<file path="src/rtl/fetch_stage.sv">
// fetch_stage: RV32 instruction-fetch stage owning the PC, an imem req/ack port and the IF/ID register.
// Latency: ack in cycle N appears on IF/ID in cycle N+1; one instruction per cycle with zero-wait memory.
// Backpressure: stall_d holds IF/ID; an ack taken under stall parks in a one-entry buffer (HOLD, no request).
// Optional build macro FETCH_PERF_CNT_EN adds fetch_count / bubble_count performance counters.
module fetch_stage #(
  parameter int                   ADDRESS_WIDTH = 32,
  parameter int                   DATA_WIDTH    = 32,
  parameter logic [ADDRESS_WIDTH-1:0] RESET_PC  = '0,
  parameter logic [DATA_WIDTH-1:0]    NOP_INSTR = 32'h0000_0013
) (
  input  logic                     clk,
  input  logic                     rst,
  input  logic                     stall_d,
  input  logic                     pc_src_e,
  input  logic [ADDRESS_WIDTH-1:0] pc_target_e,
  output logic                     imem_req,
  output logic [ADDRESS_WIDTH-1:0] imem_addr,
  input  logic                     imem_ack,
  input  logic [DATA_WIDTH-1:0]    imem_rdata,
  output logic [ADDRESS_WIDTH-1:0] pc_f,
  output logic [ADDRESS_WIDTH-1:0] pc_plus4_f,
  output logic [DATA_WIDTH-1:0]    instr_f,
  output logic                     valid_f
`ifdef FETCH_PERF_CNT_EN
  ,
  output logic [31:0]              fetch_count,
  output logic [31:0]              bubble_count
`endif
);

  typedef enum logic [1:0] {
    S_FETCH = 2'd0,
    S_HOLD  = 2'd1,
    S_DRAIN = 2'd2
  } state_t;

  localparam logic [ADDRESS_WIDTH-1:0] PC_STEP = ADDRESS_WIDTH'(4);

  state_t                     state_q, state_d;
  logic [ADDRESS_WIDTH-1:0]   pc_q, pc_d;
  logic [ADDRESS_WIDTH-1:0]   drain_addr_q, drain_addr_d;
  logic [DATA_WIDTH-1:0]      buf_q, buf_d;
  logic [ADDRESS_WIDTH-1:0]   ifid_pc_q, ifid_pc_d;
  logic [ADDRESS_WIDTH-1:0]   ifid_pc4_q, ifid_pc4_d;
  logic [DATA_WIDTH-1:0]      ifid_instr_q, ifid_instr_d;
  logic                       ifid_vld_q, ifid_vld_d;
  logic                       ifid_load;
  logic [ADDRESS_WIDTH-1:0]   pc_plus4;
  logic [ADDRESS_WIDTH-1:0]   target_aligned;
  // Redirect targets are forced word-aligned, so the low two bits are never consumed.
  logic [1:0]                 unused_target_lsbs;

  assign pc_plus4           = pc_q + PC_STEP;
  assign target_aligned     = {pc_target_e[ADDRESS_WIDTH-1:2], 2'b00};
  assign unused_target_lsbs = pc_target_e[1:0];

  // Memory port: HOLD parks the request, DRAIN keeps presenting the stale address until its ack.
  always_comb begin
    imem_req  = !rst && (state_q != S_HOLD);
    imem_addr = (state_q == S_DRAIN) ? drain_addr_q : pc_q;
  end

  // Next-state, PC and IF/ID update; a redirect overrides stall and any ack.
  always_comb begin
    state_d      = state_q;
    pc_d         = pc_q;
    drain_addr_d = drain_addr_q;
    buf_d        = buf_q;
    ifid_pc_d    = ifid_pc_q;
    ifid_pc4_d   = ifid_pc4_q;
    ifid_instr_d = ifid_instr_q;
    ifid_vld_d   = ifid_vld_q;
    ifid_load    = 1'b0;

    if (pc_src_e) begin
      pc_d         = target_aligned;
      ifid_load    = 1'b1;
      ifid_pc_d    = pc_q;
      ifid_pc4_d   = pc_plus4;
      ifid_instr_d = NOP_INSTR;
      ifid_vld_d   = 1'b0;
      if (state_q == S_FETCH && !imem_ack) begin
        // Request is still in flight: remember its address so it can be drained.
        state_d      = S_DRAIN;
        drain_addr_d = pc_q;
      end else if (state_q == S_DRAIN && !imem_ack) begin
        state_d = S_DRAIN;
      end else begin
        state_d = S_FETCH;
      end
    end else begin
      case (state_q)
        S_FETCH: begin
          if (imem_ack && !stall_d) begin
            ifid_load    = 1'b1;
            ifid_pc_d    = pc_q;
            ifid_pc4_d   = pc_plus4;
            ifid_instr_d = imem_rdata;
            ifid_vld_d   = 1'b1;
            pc_d         = pc_plus4;
          end else if (imem_ack) begin
            buf_d   = imem_rdata;
            state_d = S_HOLD;
          end else if (!stall_d) begin
            ifid_load    = 1'b1;
            ifid_pc_d    = pc_q;
            ifid_pc4_d   = pc_plus4;
            ifid_instr_d = NOP_INSTR;
            ifid_vld_d   = 1'b0;
          end
        end
        S_HOLD: begin
          if (!stall_d) begin
            ifid_load    = 1'b1;
            ifid_pc_d    = pc_q;
            ifid_pc4_d   = pc_plus4;
            ifid_instr_d = buf_q;
            ifid_vld_d   = 1'b1;
            pc_d         = pc_plus4;
            state_d      = S_FETCH;
          end
        end
        S_DRAIN: begin
          if (imem_ack) begin
            state_d = S_FETCH;
          end
          if (!stall_d) begin
            ifid_load    = 1'b1;
            ifid_pc_d    = pc_q;
            ifid_pc4_d   = pc_plus4;
            ifid_instr_d = NOP_INSTR;
            ifid_vld_d   = 1'b0;
          end
        end
        default: begin
          state_d = S_FETCH;
        end
      endcase
    end
  end

  // State registers; reset clears everything immediately, so an ack during reset is ignored.
  always_ff @(posedge clk or posedge rst) begin
    if (rst) begin
      state_q      <= S_FETCH;
      pc_q         <= RESET_PC;
      drain_addr_q <= '0;
      buf_q        <= '0;
      ifid_pc_q    <= '0;
      ifid_pc4_q   <= '0;
      ifid_instr_q <= NOP_INSTR;
      ifid_vld_q   <= 1'b0;
    end else begin
      state_q      <= state_d;
      pc_q         <= pc_d;
      drain_addr_q <= drain_addr_d;
      buf_q        <= buf_d;
      ifid_pc_q    <= ifid_pc_d;
      ifid_pc4_q   <= ifid_pc4_d;
      ifid_instr_q <= ifid_instr_d;
      ifid_vld_q   <= ifid_vld_d;
    end
  end

  assign pc_f       = ifid_pc_q;
  assign pc_plus4_f = ifid_pc4_q;
  assign instr_f    = ifid_instr_q;
  assign valid_f    = ifid_vld_q;

`ifdef FETCH_PERF_CNT_EN
  logic [31:0] fetch_count_q, fetch_count_d;
  logic [31:0] bubble_count_q, bubble_count_d;

  // Count every IF/ID load, split by whether it carried a real instruction; both wrap freely.
  always_comb begin
    fetch_count_d  = fetch_count_q;
    bubble_count_d = bubble_count_q;
    if (ifid_load) begin
      if (ifid_vld_d) fetch_count_d  = fetch_count_q + 32'd1;
      else            bubble_count_d = bubble_count_q + 32'd1;
    end
  end

  // Counter registers.
  always_ff @(posedge clk or posedge rst) begin
    if (rst) begin
      fetch_count_q  <= '0;
      bubble_count_q <= '0;
    end else begin
      fetch_count_q  <= fetch_count_d;
      bubble_count_q <= bubble_count_d;
    end
  end

  assign fetch_count  = fetch_count_q;
  assign bubble_count = bubble_count_q;
`endif

endmodule
</file>
<file path="config.mk">
export PLATFORM = sky130hd
export DESIGN_NAME = fetch_stage
export DESIGN_NICKNAME = d
export VERILOG_FILES = /design/src/rtl/fetch_stage.sv
export SDC_FILE = /design/constraint.sdc
export NUM_CORES = 1
export LEC_CHECK = 0
export ABC_CLOCK_PERIOD_IN_PS = 5700
export BUFFER_PORTS_ARGS = -buffer_cell sky130_fd_sc_hd__buf_4
export CAP_MARGIN = 20
export CORE_MARGIN = 3
export CORE_UTILIZATION = 41
export DETAILED_ROUTE_END_ITERATION = 12
export MAX_ROUTING_LAYER = met4
export PLACE_DENSITY = 0.66
export RECOVER_POWER = 50
export SYNTH_ARGS = -nofsm -noshare
export SYNTH_HDL_FRONTEND = slang
export SYNTH_SLANG_ARGS = --single-unit
</file>
<file path="constraint.sdc">
create_clock -name clk -period 5.7 [get_ports clk]
set_input_delay 0.855 -clock clk [delete_from_list [all_inputs] [get_ports clk]]
set_output_delay 0.855 -clock clk [all_outputs]
set_load 0.02 [all_outputs]
</file>
Yosys cells after proc, flatten, opt, wreduce, memory -nomap -nowiden:

Cells that the tools add are included.
Widths: inputs -> output; s select.

* word-level logic and storage cells: 73
* register bits after elaboration: 195
* input bits: 69

* reductions and logical operators: 18
* muxes and demuxes: 35
* equality and inequality tests: 9
* bitwise logic cells: 2
* $add $sub $neg: 1

Operators by type and width (number)
* $mux 32: 17
* $pmux 32 s2: 3
* $pmux 32 s3: 1
* $add 32x3->32 const B: 1
* $mux 2: 7
* $ne 3x3->1 const B: 4
* $reduce_and 4->1: 2
* $pmux 2 s3: 1
* $reduce_and 3->1: 2
* $reduce_bool 3->1: 2
* $mux 1: 5
* $logic_and 1x1->1: 4
* $ne 4x3->1 const B: 1
* $reduce_and 2->1: 2
* $reduce_bool 4->1: 1
* $logic_not 1->1: 3
* $ne 3x2->1 const B: 1
* $pmux 1 s3: 1
* $eq 2x1->1 const B: 1
* $eq 2x2->1 const B: 1
* $logic_not 2->1: 1
* $ne 2x1->1 const B: 1
* $not 1->1: 2
* $reduce_or 2->1: 1

Logic depth before layout (Yosys ltp):

Gate-level depths: netlist of run 1.

* word-level depth: 6
* gate-level depth with buffers: 10

Worst setup path after synthesis of run 1:

Ideal clock, no wire load.

* kind: reg2out
* start: reg state_q[0]
* end: out imem_addr[11]
* buffers on the path: 2
* data arrival time: 1.715 ns
* cell stages (with the launch flop): 6
* path slack: 3.130 ns
* data required time: 4.845 ns
* path through: dfrtp_1 inv_1 ha_1 clkbuf_1 buf_1 mux2_2

* word-level cells in the longest chain between the ends: 2

RTL lines
* start, declared: RTL line 39 `state_t state_q, state_d;`
* start signal, assigned: RTL line 154 `state_q <= state_d;`
* $eq 2x2->1: RTL line 60 `imem_addr = (state_q == S_DRAIN) ? drain_addr_q : pc_q;`
* $mux 32: RTL line 60
* end, declared: RTL line 17 `output logic [ADDRESS_WIDTH-1:0] imem_addr,`

No other way between the ends.

Worst setup path after layout of run 1:

* start: reg state_q[0]
* end: out imem_addr[28]

Same word-level chain as after synthesis.

==> results of run 1 <==
how the worst max path moves through the flow:
stage / startpoint / endpoint / cells past startpoint
after floorplan: rst / buf_q[0] / 1
after global placement: pc_src_e / pc_plus4_f[28] / 7
after detailed placement: pc_src_e / pc_plus4_f[28] / 7
after CTS: state_q[0] / imem_addr[13] / 4
after global routing: state_q[0] / imem_addr[14] / 4
final: state_q[0] / imem_addr[28] / 4
routing by layer:
layer / wire, um / GRT usage
met5: 0 / -
met4: 380 / 0.05046
met3: 1763 / 0.05910
met2: 10870 / 0.2987
met1: 10570 / 0.2769
cell usage after synthesis, types with 3 or more instances:
library cell	instances	area, sq um
a21oi_1	3	15.01
a22oi_1	28	210.2
a311o_1	3	30.03
a31oi_1	24	150.1
a41oi_1	3	26.28
and2_1	5	31.28
and3_1	6	37.54
and4_1	4	35.03
buf_1	7	26.28
buf_2	14	70.07
buf_4	8	60.06
clkbuf_1	53	198.9
dfrtp_1	185	4629
dfstp_2	3	78.83
ha_1	4	50.05
inv_1	11	41.29
mux2_2	80	900.9
mux2i_1	4	40.04
nand2_1	147	551.8
nand3_1	16	80.08
nand3b_1	3	22.52
nand4_1	12	75.07
nor2_1	36	135.1
nor3_1	10	50.05
nor4_1	8	50.05
nor4b_1	3	26.28
o211ai_1	5	37.54
o21ai_0	49	245.2
o221ai_1	3	26.28
o2bb2ai_1	28	245.2
o31ai_1	14	105.1
o41ai_1	3	26.28
or3_1	7	43.79
or4_1	21	157.7
or4b_2	3	30.03
xnor2_1	19	166.4
xor2_1	5	43.79
state kept, by name (all words and copies together), names as in the netlist:
signal        count
valid_f           1
pc_f             31
instr_f          32
pc_q             30
buf_q            32
state_q           2
drain_addr_q     30
pc_plus4_f       30
power by group:
group	total, W	leakage (nW)	internal (W)	switching, W
Combinational	0.00196	2.02	0.000801	0.00116
Clock	0.00121	0.296	0.000646	0.000566
Sequential	0.00205	2.29	0.00177	0.000278
worst max-delay path: cells and delay by family, from the launching register on:
family | cells | cell delay (ps)
adder cells (fa/ha/maj) | 1 | 780
multiplexers | 1 | 420
flip-flops | 1 | 400
buffers and inverters | 2 | 250
cells by family (layout without fill, tap and decap cells):
logic type / Yosys count / count (layout)
AOI/OAI and AO/OA: 177 / 177
xor gates and xnor gates: 24 / 24
adders and majority gates: 4 / 4
buffers and inverters: 94 / 247
DFF: 188 / 188
muxes: 84 / 84
other: 1 / 2
and+or+nand+nor: 292 / 292
area by class of cell:
| class | count | share of cell area |
|---|---|---|
| tap | 275 | 0.03158 |
| inverter | 11 | 0.003905 |
| clock buffer | 19 | 0.04158 |
| sequential | 188 | 0.4322 |
| multi-input combinational | 583 | 0.3559 |
| clock inverter | 13 | 0.01332 |
| timing repair buffer | 204 | 0.1215 |
through the flow:
step	utilization	instances	worst slack, ps	power, W
after floorplan	-	865	2427	0.003346
after global placement	0.4938	1260	2486	0.004095
after detailed placement	0.4938	1260	2446	0.004141
after CTS	0.5219	1292	2458	0.005366
after global routing	0.5118	1293	2351	0.005542
final	0.5118	1293	2496	0.005220
==> results.toml, run 1 <==
[logic_synthesis]
synth_compound_area_frac = 0.1370
synth_fa_ha_area_frac = 0.005573
seq_area_frac_synth = 0.5243
synth-edff-count = 0
netlist_area_sq_mm = 0.008980
synthArstFlopShare = 1.000
syn_area_per_cell_sq_um = 10.39
synth_ff_type = "dfrtp_1"
synth-seq-cells = 188
yosys.area_share.simple = 0.1591
syn_inst = 864
synth-xor-area-share = 0.02341
ys_warn_count = 0
synth_top_family_by_area = "simple AND/OR/NAND/NOR gates"
synth_mux_area_frac = 0.1048
synth.distinct_cells = 59

[timing]
finalHoldViolCount = 0
timing.hold.ws_ps = 468.2
fin_crit_sh = 0.5621
worst_pin_slew_ps = 1117
worst_clock_skew_ps = 14.69
rsz0062_at_grt = "false"
fmax_mhz = 312.1
slew_violations = 0
setup-violations-final = 0
relSlewSlack = 0.2556
fin_crit_ps = 3204
tns_ps = 0

[clock_network]
cts_setup_buffers = 0
cts_made_buffers = 17
cts-htree-levels = 4
cts_tree = "built"
clock_path_buffers = 2
post_cts_resized = 0
clk_root_buffer_cell = "clkbuf_16"
clk_pin_slew_ps = 70
clkLatencyLatePin_ps = 440
hold_buffers = 0
cts_sinks = 188

[floorplan]
io_pins = 199
die_x_um = 154.0
die_h_um = 154.0
start_util = 0.4219
die_area_sq_mm = 0.02371
rows = 53
design.core.area_sq_mm = 0.02129

[grt]
grt_pass1_vias = 6770
grt_usage = 0.2025
grt_pass1_wl_mm = 37.50
grt_max_degree = 189
overflow = 0
antenna_found_initial = 0

[final_layout]
finalInstanceArea_sq_mm = 0.01089
multi_input_area_sq_mm = 0.003877
synthToLayoutAreaGrowth_pct = 21.32
n_fill_cell = 1996
final_cell_mix = "dfrtp_1, nand2_1, buf_4"
nets = 1078
n_antenna_cell = 0
seqCellArea_sq_mm = 0.004708
drive_gt1_frac = 0.2642
mostFrequentLayoutCell = "dfrtp_1"

[power_and_ir_drop]
leakagePower_nw = 4.605
power_density_mw_per_mm2 = 479.2
peakVddDrop_uv = 217.1

[worst_setup_path]
slowest_stage = "ha_2"
start_kind = "flip-flop"
cp_max_fo = 39
reg2reg_depth = 5
worstPathArrival_ps = 2350
timing.rr.end = "pc_q[22]"
end_kind = "output pin"
crit_type = "flip-flop to output pin"
r2r_start = "pc_q[2]"
cp_data_required_time_ps = 4850
crit_chain = "inv_1, ha_2, mux2_2, buf_4"
r2r_slack_ps = 2910
crit_path_max_incr_delay_ps = 780

[detailed_routing]
drcViolationCount = 0
vias = 7088
via_per_inst = 5.482
drt_pass1_iterations = 5
antenna_left = 0
avgRoutedWirePerCell_um = 18.24
routed_wl_mm = 23.59
drt_iter0_markers = 411

[run_status]
status = "finished, final reports clean"

[placed_design]
place_hpwl_mm = 15.63
place_area_sq_mm = 0.01051
port_buffers = 194
gp_congestion = 0.7831

[min_path]
hold_path_class = "flip-flop to flip-flop"
holdPathEnd = "pc_plus4_f[3]"
min_path_cells = 2
hold_start = "pc_plus4_f[3]"

[run]
cap_violations = 0
Note: power is estimated with default switching activity, not from simulation.
==> run 2, diff against run 1 <==
--- a/config.mk
+++ b/config.mk
@@ -5,14 +5,14 @@
 export SDC_FILE = /design/constraint.sdc
 export NUM_CORES = 1
 export LEC_CHECK = 0
-export ABC_CLOCK_PERIOD_IN_PS = 5700
+export ABC_AREA = 1
+export ABC_CLOCK_PERIOD_IN_PS = 3000
 export BUFFER_PORTS_ARGS = -buffer_cell sky130_fd_sc_hd__buf_4
 export CAP_MARGIN = 20
 export CORE_MARGIN = 3
 export CORE_UTILIZATION = 41
 export DETAILED_ROUTE_END_ITERATION = 12
 export MAX_ROUTING_LAYER = met4
-export PLACE_DENSITY = 0.66
 export RECOVER_POWER = 50
 export SYNTH_ARGS = -nofsm -noshare
 export SYNTH_HDL_FRONTEND = slang
==> constraint.sdc (replaced) <==
create_clock -name clk -period 3 [get_ports clk]
set_input_delay 0.45 -clock clk [delete_from_list [all_inputs] [get_ports clk]]
set_output_delay 0.45 -clock clk [all_outputs]
set_load 0.02 [all_outputs]
==> results.toml, run 2 <==
[logic_synthesis]
netlist_area_sq_mm = 0.009505
synthArstFlopShare = 1.000
synth.distinct_cells = 30
syn_area_per_cell_sq_um = 7.741
yosysTopAreaCell = "dfrtp_1"
seq_area_frac_synth = 0.4953
synth.most_common_cell = "nand2_1"
synth-seq-cells = 188
synth_top_area_share = 0.4870
synth.area.top_cells = "dfrtp_1, nand2_1, nand3_1"
ys_warn_count = 0
synth_ff_type = "dfrtp_1"
synth-edff-count = 0
syn_inst = 1228
synthTopCellsByCount = "nand2_1, dfrtp_1, nand3_1"

[power_and_ir_drop]
total_power_w = 0.01282
power_density_mw_per_mm2 = 1122
leakagePower_nw = 5.517
peakVddDrop_uv = 674.8

[floorplan]
die_x_um = 158.3
start_util = 0.4186
design.core.area_sq_mm = 0.02271
die_h_um = 158.3
io_pins = 199
rows = 55
die_area_sq_mm = 0.02505

[final_layout]
drive_gt1_frac = 0.1461
nets = 1449
mostFrequentLayoutCell = "nand2_1"
final_cell_mix = "nand2_1, dfrtp_1, buf_4"
n_antenna_cell = 0
synthToLayoutAreaGrowth_pct = 20.21

[worst_setup_path]
slowest_stage = "ha_4"
reg2reg_depth = 8
cp_max_fo = 70
end_kind = "output pin"
cp_data_required_time_ps = 2550
crit_path_max_incr_delay_ps = 610
start_kind = "flip-flop"
crit_type = "flip-flop to output pin"
worstPathArrival_ps = 2070
crit_chain = "inv_1, ha_4, o21ai_0, buf_4"

[placed_design]
place_hpwl_mm = 18.27
gp_congestion = 0.8289
post-place-ws_ps = 565.5
port_buffers = 194

[timing]
timing.hold.ws_ps = 254.2
setup-violations-final = 0
finalHoldViolCount = 0
timing.final.ws_setup_ps = 478.6
tns_ps = 0
slew_violations = 33
fin_crit_ps = 2521
worst_clock_skew_ps = 11.22
fin_crit_sh = 0.8405
worst_pin_slew_ps = 1520
fmax_mhz = 396.6
relSlewSlack = -0.01910
rsz0062_at_grt = "false"

[clock_network]
hold_buffers = 0
clk_pin_slew_ps = 80
cts_sinks = 188
cts-htree-levels = 4
cts_made_buffers = 17
clock_path_buffers = 2
clkLatencyLatePin_ps = 440
post_cts_resized = 0
cts_setup_buffers = 0
clk_root_buffer_cell = "clkbuf_16"
cts_tree = "built"

[grt]
antenna_found_initial = 0
grt_max_degree = 76
grt_usage = 0.2275
grt_pass1_wl_mm = 44.18
grt_pass1_vias = 8331
overflow = 0

[run_status]
violations = "capacitance limit, slew limit"
status = "finished, violations left"

[detailed_routing]
drt_pass1_iterations = 5
drcViolationCount = 0
antenna_left = 0
vias = 8733
drt_iter0_markers = 634
avgRoutedWirePerCell_um = 16.24
routed_wl_mm = 27.18
via_per_inst = 5.217

[min_path]
hold_path_class = "input pin to flip-flop"
min_path_cells = 2

[run]
cap_violations = 1
-- run 2: cell type report --
type	count	area [sq um]
Sequential cell	188	4708
Clock inverter	12	125.1
Clock buffer	20	466.7
Multi-Input combinational cell	868	4098
Tap cell	285	356.6
Fill cell	2288	11280
Timing Repair Buffer	215	1346
Inverter	86	325.3
-- run 2: metrics by stage --
stage                 util  area (sq um)  cells
floorplan                -          9513   1229
global placement    0.4901         11130   1642
detailed placement  0.4901         11130   1642
CTS                 0.5161         11720   1674
global route        0.5031         11430   1674
finish              0.5031         11430   1674
-- run 2: worst paths after layout --
path                                   to  slack (ps)           start
setup reg to reg              instr_f[29]         750      state_q[1]
min in group asynchronous       buf_q[13]         350             rst
hold / removal                   buf_q[0]         250   imem_rdata[0]
setup / recovery            imem_addr[28]         480      state_q[0]
max in group asynchronous        pc_q[17]         720             rst
hold reg to reg            pc_plus4_f[17]         480  pc_plus4_f[17]
-- run 2: logic make-up (layout without fill, tap and decap cells) --
logic type / Yosys count / after routing / share of synthesized area
AO/OA/AOI/OAI: 239 / 239 / 0.1480
XOR/XNOR: 9 / 9 / 0.008293
adder cells (fa/ha/maj): 4 / 4 / 0.005265
buffers and inverters: 173 / 333 / 0.07700
flip-flops: 188 / 188 / 0.4953
multiplexers: 3 / 3 / 0.003554
other: 1 / 2 / 0.0003945
AND/OR/NAND/NOR: 611 / 611 / 0.2622
-- run 2: per-layer routing --
metal	global-route usage	share of wire	vias up	wire length (um)
met5	-	0	-	0
met4	0.05940	0.015	0	405
met3	0.04594	0.060	29	1619
met2	0.3450	0.46	251	12430
met1	0.3146	0.47	4126	12730
li1	-	-	4327	-
-- run 2: worst max-delay path, delay by kind of cell (launching register included) --
family,cells,cell delay (ps)
flip-flops,1,400
adder cells (fa/ha/maj),1,610
AO/OA/AOI/OAI,1,270
buffers and inverters,2,340
-- run 2: report_power, final --
part           switching (W)  internal (W)  total, W
clock network        0.00109       0.00124   0.00233
logic                0.00408       0.00187   0.00595
registers           0.000817       0.00371   0.00453
